**src/rtl/seq_chunk_adder_if.sv**
```systemverilog
// Operand/result handshake bundle for seq_chunk_adder.
// The master side is the operand source and result consumer; the slave side is the adder.
interface seq_chunk_adder_if #(
  parameter int WIDTH = 32
);
  logic             in_valid;
  logic             in_ready;
  logic [WIDTH-1:0] a;
  logic [WIDTH-1:0] b;
  logic             cin;
  logic             sub;
  logic             out_valid;
  logic             out_ready;
  logic [WIDTH-1:0] sum;
  logic             cout;
  logic             ovf;

  modport master (
    output in_valid, a, b, cin, sub, out_ready,
    input  in_ready, out_valid, sum, cout, ovf
  );

  modport slave (
    input  in_valid, a, b, cin, sub, out_ready,
    output in_ready, out_valid, sum, cout, ovf
  );
endinterface

```
**src/rtl/seq_chunk_adder.sv**
```systemverilog
// Multi-cycle adder/subtractor: adds CHUNK bits per clock through a registered carry,
// with valid/ready on both sides, carry-out and signed-overflow flags.
module seq_chunk_adder #(
  parameter int WIDTH = 32,
  parameter int CHUNK = 8
) (
  input logic              clk,
  input logic              rst_n,
  seq_chunk_adder_if.slave bus
);
  localparam int NCH  = WIDTH / CHUNK;
  localparam int IDXW = (NCH > 1) ? $clog2(NCH) : 1;
  localparam logic [IDXW-1:0] LAST_IDX = IDXW'(NCH - 1);

  generate
    if ((WIDTH < 1) || (CHUNK < 1) || ((WIDTH % CHUNK) != 0)) begin : g_bad_params
      $error("seq_chunk_adder: WIDTH must be >= 1 and a multiple of CHUNK");
    end
  endgenerate

  typedef enum logic [1:0] {IDLE, BUSY, DONE} state_t;

  state_t           state_q, state_d;
  logic             ready_en_q, ready_en_d;
  logic [WIDTH-1:0] opa_q, opa_d;
  logic [WIDTH-1:0] opb_q, opb_d;
  logic [WIDTH-1:0] sum_q, sum_d;
  logic             c_q, c_d;
  logic             cout_q, cout_d;
  logic             ovf_q, ovf_d;
  logic [IDXW-1:0]  idx_q, idx_d;

  logic             in_ready_c;
  logic             out_valid_c;
  logic [CHUNK:0]   chunk_res;
  logic [WIDTH-1:0] sum_shift;
  logic [WIDTH-1:0] opa_shift;
  logic [WIDTH-1:0] opb_shift;

  // The low chunk of the operand registers is always the one being added; operands shift
  // down and the result shifts in from the top, so after NCH steps sum is fully aligned.
  assign chunk_res = {1'b0, opa_q[CHUNK-1:0]} + {1'b0, opb_q[CHUNK-1:0]} + (CHUNK+1)'(c_q);

  generate
    for (genvar gi = 0; gi < NCH; gi++) begin : g_lane
      if (gi == NCH - 1) begin : g_top
        assign sum_shift[gi*CHUNK +: CHUNK] = chunk_res[CHUNK-1:0];
        assign opa_shift[gi*CHUNK +: CHUNK] = '0;
        assign opb_shift[gi*CHUNK +: CHUNK] = '0;
      end else begin : g_low
        assign sum_shift[gi*CHUNK +: CHUNK] = sum_q[(gi+1)*CHUNK +: CHUNK];
        assign opa_shift[gi*CHUNK +: CHUNK] = opa_q[(gi+1)*CHUNK +: CHUNK];
        assign opb_shift[gi*CHUNK +: CHUNK] = opb_q[(gi+1)*CHUNK +: CHUNK];
      end
    end
  endgenerate

  always_ff @(posedge clk or negedge rst_n) begin
    if (!rst_n) begin
      state_q    <= IDLE;
      ready_en_q <= 1'b0;
      opa_q      <= '0;
      opb_q      <= '0;
      sum_q      <= '0;
      c_q        <= 1'b0;
      cout_q     <= 1'b0;
      ovf_q      <= 1'b0;
      idx_q      <= '0;
    end else begin
      state_q    <= state_d;
      ready_en_q <= ready_en_d;
      opa_q      <= opa_d;
      opb_q      <= opb_d;
      sum_q      <= sum_d;
      c_q        <= c_d;
      cout_q     <= cout_d;
      ovf_q      <= ovf_d;
      idx_q      <= idx_d;
    end
  end

  always_comb begin
    state_d    = state_q;
    ready_en_d = 1'b1;
    opa_d      = opa_q;
    opb_d      = opb_q;
    sum_d      = sum_q;
    c_d        = c_q;
    cout_d     = cout_q;
    ovf_d      = ovf_q;
    idx_d      = idx_q;
    case (state_q)
      IDLE: begin
        if (bus.in_valid && in_ready_c) begin
          // Subtraction is a + ~b + ~borrow, so invert b and the incoming carry up front.
          opa_d   = bus.a;
          opb_d   = bus.sub ? ~bus.b : bus.b;
          c_d     = bus.sub ^ bus.cin;
          idx_d   = '0;
          state_d = BUSY;
        end
      end
      BUSY: begin
        sum_d = sum_shift;
        opa_d = opa_shift;
        opb_d = opb_shift;
        c_d   = chunk_res[CHUNK];
        idx_d = idx_q + IDXW'(1);
        if (idx_q == LAST_IDX) begin
          cout_d  = chunk_res[CHUNK];
          // a^b^s at the MSB is the carry into it; XOR with the carry out gives overflow.
          ovf_d   = opa_q[CHUNK-1] ^ opb_q[CHUNK-1] ^ chunk_res[CHUNK-1] ^ chunk_res[CHUNK];
          state_d = DONE;
        end
      end
      DONE: begin
        if (bus.out_ready) begin
          state_d = IDLE;
        end
      end
      default: state_d = IDLE;
    endcase
  end

  always_comb begin
    in_ready_c  = (state_q == IDLE) && ready_en_q;
    out_valid_c = (state_q == DONE);
  end

  assign bus.in_ready  = in_ready_c;
  assign bus.out_valid = out_valid_c;
  assign bus.sum       = sum_q;
  assign bus.cout      = cout_q;
  assign bus.ovf       = ovf_q;
endmodule
```
**src/flat_wrapper.sv**
```systemverilog
// flat-port wrapper written by rule: the top's interface ports become plain ports
module seq_chunk_adder_flat 
#(
  parameter int WIDTH = 32,
  parameter int CHUNK = 8
)
  (clk, rst_n, bus_in_valid, bus_a, bus_b, bus_cin, bus_sub, bus_out_ready, bus_in_ready, bus_out_valid, bus_sum, bus_cout, bus_ovf);
  seq_chunk_adder_if #(.WIDTH(WIDTH)) bus_i ();
  input logic clk;
  input logic rst_n;
  input wire logic [$bits(bus_i.in_valid)-1:0] bus_in_valid;
  input wire logic [$bits(bus_i.a)-1:0] bus_a;
  input wire logic [$bits(bus_i.b)-1:0] bus_b;
  input wire logic [$bits(bus_i.cin)-1:0] bus_cin;
  input wire logic [$bits(bus_i.sub)-1:0] bus_sub;
  input wire logic [$bits(bus_i.out_ready)-1:0] bus_out_ready;
  output wire logic [$bits(bus_i.in_ready)-1:0] bus_in_ready;
  output wire logic [$bits(bus_i.out_valid)-1:0] bus_out_valid;
  output wire logic [$bits(bus_i.sum)-1:0] bus_sum;
  output wire logic [$bits(bus_i.cout)-1:0] bus_cout;
  output wire logic [$bits(bus_i.ovf)-1:0] bus_ovf;
  assign bus_i.in_valid = bus_in_valid;
  assign bus_i.a = bus_a;
  assign bus_i.b = bus_b;
  assign bus_i.cin = bus_cin;
  assign bus_i.sub = bus_sub;
  assign bus_i.out_ready = bus_out_ready;
  assign bus_in_ready = bus_i.in_ready;
  assign bus_out_valid = bus_i.out_valid;
  assign bus_sum = bus_i.sum;
  assign bus_cout = bus_i.cout;
  assign bus_ovf = bus_i.ovf;
  seq_chunk_adder #(.WIDTH(WIDTH), .CHUNK(CHUNK)) u_core (.clk(clk), .rst_n(rst_n), .bus(bus_i));
endmodule
```
**config.mk**
```make
export PLATFORM = sky130hd
export DESIGN_NAME = seq_chunk_adder_flat
export DESIGN_NICKNAME = d
export VERILOG_FILES = /design/src/rtl/seq_chunk_adder_if.sv /design/src/rtl/seq_chunk_adder.sv /design/src/flat_wrapper.sv
export SDC_FILE = /design/constraint.sdc
export NUM_CORES = 1
export LEC_CHECK = 0
export ABC_AREA = 1
export BUFFER_PORTS_ARGS = -buffer_cell sky130_fd_sc_hd__buf_2
export CORE_MARGIN = 1
export CORE_UTILIZATION = 30
export DETAILED_ROUTE_END_ITERATION = 7
export PLACE_DENSITY_LB_ADDON = 0.25
export RECOVER_POWER = 100
export SLEW_MARGIN = 20
export SYNTH_ARGS = -nofsm -noshare
export SYNTH_HDL_FRONTEND = slang
export SYNTH_SLANG_ARGS = --single-unit
```
**constraint.sdc**
```tcl
create_clock -name clk -period 2.5 [get_ports clk]
set_input_delay 0.25 -clock clk [delete_from_list [all_inputs] [get_ports clk]]
set_output_delay 0.25 -clock clk [all_outputs]
set_load 0.05 [all_outputs]
```
==> results of run 1 <==
==> through the flow <==
stage          utilization [%]  hold WS, ps  cell area (um^2)
2_1_floorplan                -        -45.6              4970
3_3_place_gp              35.7          316              5710
3_5_place_dp              35.7          316              5710
4_1_cts                   37.6         82.6              6010
5_1_grt                   37.2         81.9              5950
6_report                  37.2         92.3              5950
==> registers in the layout (all words and copies together), names as in the netlist <==
signal	count
u_core.ready_en_q	1
u_core.bus.cout	1
u_core.bus.ovf	1
u_core.bus.sum	32
u_core.opb_q	32
u_core.idx_q	2
u_core.state_q	2
u_core.c_q	1
u_core.opa_q	32
==> synth_stat cells, types with 2 or more instances <==
| library cell | count | area (um^2) |
|---|---|---|
| nand2_1 | 190 | 713 |
| dfrtp_1 | 104 | 2600 |
| o21ai_0 | 73 | 365 |
| inv_1 | 48 | 180 |
| nand3_1 | 31 | 155 |
| a21oi_1 | 27 | 135 |
| o211ai_1 | 25 | 188 |
| clkbuf_1 | 19 | 71.3 |
| nor2_1 | 16 | 60.1 |
| buf_2 | 13 | 65.1 |
| xnor2_1 | 10 | 87.6 |
| a31oi_1 | 8 | 50.1 |
| ha_1 | 8 | 100 |
| buf_6 | 3 | 33.8 |
| nand3b_1 | 3 | 22.5 |
| o22ai_1 | 3 | 18.8 |
| or2_2 | 3 | 18.8 |
| fa_1 | 2 | 40.0 |
| inv_2 | 2 | 7.51 |
| nand2_2 | 2 | 12.5 |
==> power groups by stage <==
stage	clock, mW	combinational, mW	sequential, mW
after CTS	1.43	4.17	2.82
after global routing	1.51	4.61	2.91
after floorplan	0	2.47	3.55
after global placement	0	4.09	2.83
final	1.38	4.03	2.82
after detailed placement	0	4.16	2.85
==> per-layer routing <==
metal | vias to the layer above | part of all wire (%)
li1 | 2127 | -
met1 | 1840 | 46
met2 | 95 | 47
met3 | 12 | 5.2
met4 | 0 | 1.6
met5 | - | 0
==> critical path, stage by stage, from the launching register on <==
cell	delay (ps)
dfrtp_1	380
inv_1	90
nand2_1	110
inv_1	640
buf_12	340
nand2_1	180
nand2_1	80
o21ai_0	70
==> placed cells by master (no fill, tap or decap), drive strengths merged <==
cell,Yosys,routed
nor3b,1,1
dlygate4sd3,0,1
clkbuf,19,54
a31oi,8,8
buf,17,75
conb,1,1
xor2,1,1
dfrtp,104,104
fa,2,2
o31ai,1,1
inv,50,50
ha,8,8
o21ai,73,73
clkinv,0,2
or2,3,3
nand3,31,31
o211ai,25,25
a21oi,27,27
xnor2,10,10
nand2,192,192
nand3b,3,3
nor2,16,16
o22ai,3,3
clkinvlp,0,1
==> final timing paths <==
path                                                 end  cells past startpoint                     startpoint  slack [ps]
setup reg to reg             u_core.bus.cout$_DFFE_PN0P_                      7  u_core.state_q[1]$_DFFE_PN0P_         470
hold / removal             u_core.state_q[1]$_DFFE_PN0P_                      2                  bus_out_ready          90
hold reg to reg            u_core.bus.sum[3]$_DFFE_PN0P_                      2  u_core.bus.sum[3]$_DFFE_PN0P_         480
max in group asynchronous   u_core.opa_q[17]$_DFFE_PN0P_                      3                          rst_n         740
min in group asynchronous  u_core.bus.sum[0]$_DFFE_PN0P_                      2                          rst_n         710
setup / recovery             u_core.bus.cout$_DFFE_PN0P_                      7  u_core.state_q[1]$_DFFE_PN0P_         470
==> cell families (layout without fill, tap and decap cells) <==
family	after synthesis	in the layout
simple gates	246	246
xor+xnor	11	11
compound gates	137	137
fa+ha+maj	10	10
buf+inv	86	183
flops	104	104
other cells	1	1
==> cell type report <==
| type | instances | area, um^2 | area share, % |
|---|---|---|---|
| sequential | 104 | 2600 | 43.8 |
| multi-input combinational | 405 | 1990 | 33.5 |
| timing repair buffer | 117 | 599 | 10.1 |
| clock buffer | 13 | 270 | 4.54 |
| tap | 216 | 270 | 4.54 |
| inverter | 50 | 188 | 3.16 |
| clock inverter | 3 | 25.0 | 0.421 |
==> flow_summary.yaml, run 1 <==
grt:
  grt_pass1_vias: 3899
  grt.overflow.total: 0
  gr-usage-all-layers_pct: 14.6
  grtUsageMet3_pct: 4.11
  use_met2_pct: 24.4
  antenna_found_initial: 0
  grt_max_degree: 63
  grt_pass1_wl_um: 19000
  gr-max-usage-layer: "met2"
  use_met1_pct: 18.2
cts:
  clockBufferDepth: 2
  cts_hold_buffers: 1
  cts_resized: 0
  cts-root-buf: "clkbuf_16"
  cts.sinks: 104
  htreeDepth: 3
  clock_latency_ps: 350
  cts_inserted_buffers: 9
  cts_tree: "yes"
  cts.reportedPaths.clkPinSlew_ps: 60
  cts_setup_buffers: 0
synthesis:
  avgSynthCellArea_um2: 8.35
  syn_inst: 595
  synth_top_family_by_area: "simple AND/OR/NAND/NOR gates"
  synth-adder-area-share_pct: 2.82
  syn_area_mm2: 0.00497
  synth-seq-cells: 104
  synth_edf_count: 0
  synth-async-reset-ratio_pct: 100
  synth-compound-area-share_pct: 15.4
  yosysWarnings: 0
  seq_area_frac_synth_pct: 52.4
  synthMuxAreaShare_pct: 0
  synth_xor_area_share_pct: 1.94
  synth-simple-area-share_pct: 20.0
  syn-num-nets: 675
  yosys_most_used_dff: "dfrtp_1"
  synth_cell_types: 25
final_layout:
  drive_gt1_share_pct: 14.3
  fillers: 1761
  antenna_cells: 0
  stdcell_count: 908
  syn_to_final_growth_pct: 19.7
  final_nets: 767
timing:
  worst_pin_slew_ps: 1270
  rsz0062_at_grt: "no"
  clock.fmax_ghz: 0.492
  timing.slew.headroom_pct: 15.6
  skew_ps: 6.20
  period_needed_ps: 2030
  setup_viol_count_final: 0
  slew_viol_final: 0
  finalWorstSetupSlack_ps: 469
  setup_tns_ps: 0
  hold_violations: 0
  post-route-period-util_pct: 81.2
pwr:
  p_leak_nw: 2.85
  power.switching_mw: 3.91
  pwr-share-comb_pct: 49.0
  p_int_mw: 4.32
  peakVddDrop_mv: 0.561
  p_seq_share_pct: 34.3
  swShare_pct: 47.5
  p_per_area_mw_per_mm2: 1380
  power.total_mw: 8.23
  pwr-share-clk_pct: 16.7
placed_design:
  hpwl_um: 8250
  placed_cells: 891
  gp_congestion: 0.830
  io_buffer_count: 105
  dpl_worst_slack_ps: 516
drt:
  ant_nets: 0
  first_pass_iters: 5
  route.vias.total: 4074
  drt-wirelength-per-cell_um: 12.9
  via_per_inst: 4.49
  drt_iter0_markers: 192
  drt-total-wl_um: 11700
  drcViolationCount: 0
floorplanning:
  die_area_mm2: 0.0171
  die_h_um: 131
  ios: 106
  fp-row-count: 46
  die_w_um: 131
  initial_utilization_pct: 31.0
  core_mm2: 0.0160
flow_run:
  drv_cap: 0
worst_setup_path:
  critPathKind: "reg2reg"
  crit_path_start_kind: "flip-flop"
  required_ps: 2730
  arrival_ps: 2260
  worstPathMaxFanout: 62
  crit_path_end_kind: "flip-flop"
run_status:
  status: "complete, no violations"
worst_hold_path:
  min-delay-path-class: "in2reg"
(Power assumes the default switching activity.)
==> inputs of run 2 (changes only) <==
==> constraint.sdc (replaced) <==
create_clock -name clk -period 1.85 [get_ports clk]
set_input_delay 0.185 -clock clk [delete_from_list [all_inputs] [get_ports clk]]
set_output_delay 0.185 -clock clk [all_outputs]
set_load 0.05 [all_outputs]
==> run 2 against run 1 <==
Compared with the run above:
- sequential share of layout area shrank 0.81 points
- clock skew up 5.3 ps
- routed wire length rose by 1.3%
- utilization increased by 0.70 points
- final cell count rose by 0.88%
- setup slack lost 490 ps
- first-iteration DRC count is 5.7% higher
- cell area increased by 1.9%
- sequential power rose by 36%
- flip-flop and latch count unchanged
- largest cell class unchanged
- the flow now finishes with violations (negative setup slack)
- combinational power up 41%
==> flow_summary.yaml, run 2 (same netlist as run 1, synthesis figures left out) <==
drt:
  drcViolationCount: 0
  drt-total-wl_um: 11900
  ant_nets: 0
  route.vias.total: 4151
  drt-wirelength-per-cell_um: 13.0
  via_per_inst: 4.53
  first_pass_iters: 4
  drt_iter0_markers: 203
final_layout:
  mostFrequentLayoutCell: "nand2_1"
  final_util_pct: 37.9
  seq_area_mm2: 0.00260
  layout.cells.most_common_list: "nand2_1, dfrtp_1, o21ai_0"
  antenna_cells: 0
  final_area_mm2: 0.00606
  fillers: 1739
  syn_to_final_growth_pct: 22.0
  stdcell_count: 916
  multi_input_area_mm2: 0.00200
  drive_gt1_share_pct: 16.3
  final_nets: 775
placed_design:
  dpl_worst_slack_ps: -112
  io_buffer_count: 105
  hpwl_um: 8580
  gp_congestion: 0.790
  placed_cells: 897
  placed_cell_area_mm2: 0.00577
worst_setup_path:
  crit_start: "u_core.c_q$_DFFE_PN0P_"
  cp_common_cell: "nand2_2"
  worstPathMaxFanout: 3
  crit_slowest_cell: "fa_2"
  crit_path_start_kind: "flip-flop"
  required_ps: 2080
  crit_chain: "fa_2 > fa_2 > nand2_2 > nand2_2 > nand2_2 > nor2_1 > nor2_1 > nand2_1 > nand3_1 > nand2_1"
  critPathKind: "reg2reg"
  cp-endpoint: "u_core.bus.ovf$_DFFE_PN0P_"
  crit_path_end_kind: "flip-flop"
  r2r_start: "u_core.c_q$_DFFE_PN0P_"
  reg2regPathDepth: 10
  slowest_delay_ps: 410
  rr_endpoint: "u_core.bus.ovf$_DFFE_PN0P_"
  r2r_setup_slack_ps: -30
  arrival_ps: 2110
grt:
  gr-usage-all-layers_pct: 14.8
  antenna_found_initial: 0
  grt_pass1_wl_um: 19600
  grt.overflow.total: 0
  grt_pass1_vias: 4050
  grt_max_degree: 49
floorplanning:
  ios: 106
  die_w_um: 131
  core_mm2: 0.0160
  initial_utilization_pct: 31.0
  fp-row-count: 46
  die_h_um: 131
  die_area_mm2: 0.0171
timing:
  skew_ps: 11.5
  hold_violations: 0
  period_needed_ps: 1880
  setup_viol_count_final: 1
  slew_viol_final: 0
  clock.fmax_ghz: 0.533
  timing.slew.headroom_pct: 28.2
  finalWorstSetupSlack_ps: -25.8
  whs_ps: 21.2
  post-route-period-util_pct: 101
  rsz0062_at_grt: "yes"
  worst_pin_slew_ps: 1080
cts:
  clockBufferDepth: 2
  cts-root-buf: "clkbuf_16"
  clock_latency_ps: 340
  cts_inserted_buffers: 9
  cts_tree: "yes"
  htreeDepth: 3
  cts.sinks: 104
  cts.reportedPaths.clkPinSlew_ps: 70
flow_run:
  drv_cap: 0
pwr:
  pwr-share-comb_pct: 48.9
  power.switching_mw: 5.39
  pwr-share-clk_pct: 18.0
  swShare_pct: 46.4
  p_seq_share_pct: 33.1
  p_int_mw: 6.23
  p_leak_nw: 2.90
  p_per_area_mw_per_mm2: 1920
  peakVddDrop_mv: 0.722
run_status:
  status: "complete, but fails checks"
  failed_checks: "negative setup slack"
worst_hold_path:
  min-delay-path-class: "in2reg"
## run 2: worst min path at each step
stage                               endpoint  cells after the start  slack (ps)           from
3_5_place_dp   u_core.bus.sum[1]$_DFFE_PN0P_                      1         210          rst_n
4_1_cts        u_core.state_q[1]$_DFFE_PN0P_                      2          10  bus_out_ready
5_1_grt        u_core.state_q[1]$_DFFE_PN0P_                      2          40  bus_out_ready
6_report       u_core.state_q[1]$_DFFE_PN0P_                      2          20  bus_out_ready
3_3_place_gp   u_core.bus.sum[8]$_DFFE_PN0P_                      1         210          rst_n
2_1_floorplan    u_core.bus.cout$_DFFE_PN0P_                      0        -110          rst_n
## run 2: area by class of cell
| cell class | count | area share (%) |
|---|---|---|
| clock inverters | 5 | 1.40 |
| clock buffers | 11 | 4.17 |
| inverters | 50 | 3.14 |
| well taps | 216 | 4.46 |
| repair buffers | 125 | 10.8 |
| flip-flops and latches | 104 | 42.9 |
| multi-input cells | 405 | 33.0 |
## run 2: timing repair
item	in CTS	in global routing
hold buffers	1	0
setup endpoints to repair	4	10
setup buffers	1	1
hold endpoints to repair	38	0
pin swaps	0	0
gates resized for setup	4	5
## run 2: critical path: cells and delay by family, from the launching register on
family        cells  cell delay (ps)
fa+ha+maj         2              780
flops             1              400
simple gates      8              590
## run 2: per-stage QoR
stage	setup TNS, ps	total power, mW
after CTS	-11.3	11.9
after detailed placement	-187	9.68
final	-25.8	11.6
after floorplan	0	8.16
after global placement	-56.6	9.50
after global routing	-361	12.6
## run 2: per-layer routing
metal  wire [um]  global-route usage (%)
met1        5600                    18.9
met4         238                    5.14
met5           0                       0
met3         402                    3.09
met2        5630                    24.8
## run 2: power by group through the flow
| stage | registers [mW] | logic, mW | clock network [mW] |
|---|---|---|---|
| floorplan | 4.81 | 3.35 | 0 |
| global placement | 3.84 | 5.66 | 0 |
| detailed placement | 3.88 | 5.79 | 0 |
| CTS | 3.84 | 5.88 | 2.17 |
| global route | 3.96 | 6.44 | 2.23 |
| finish | 3.84 | 5.68 | 2.10 |
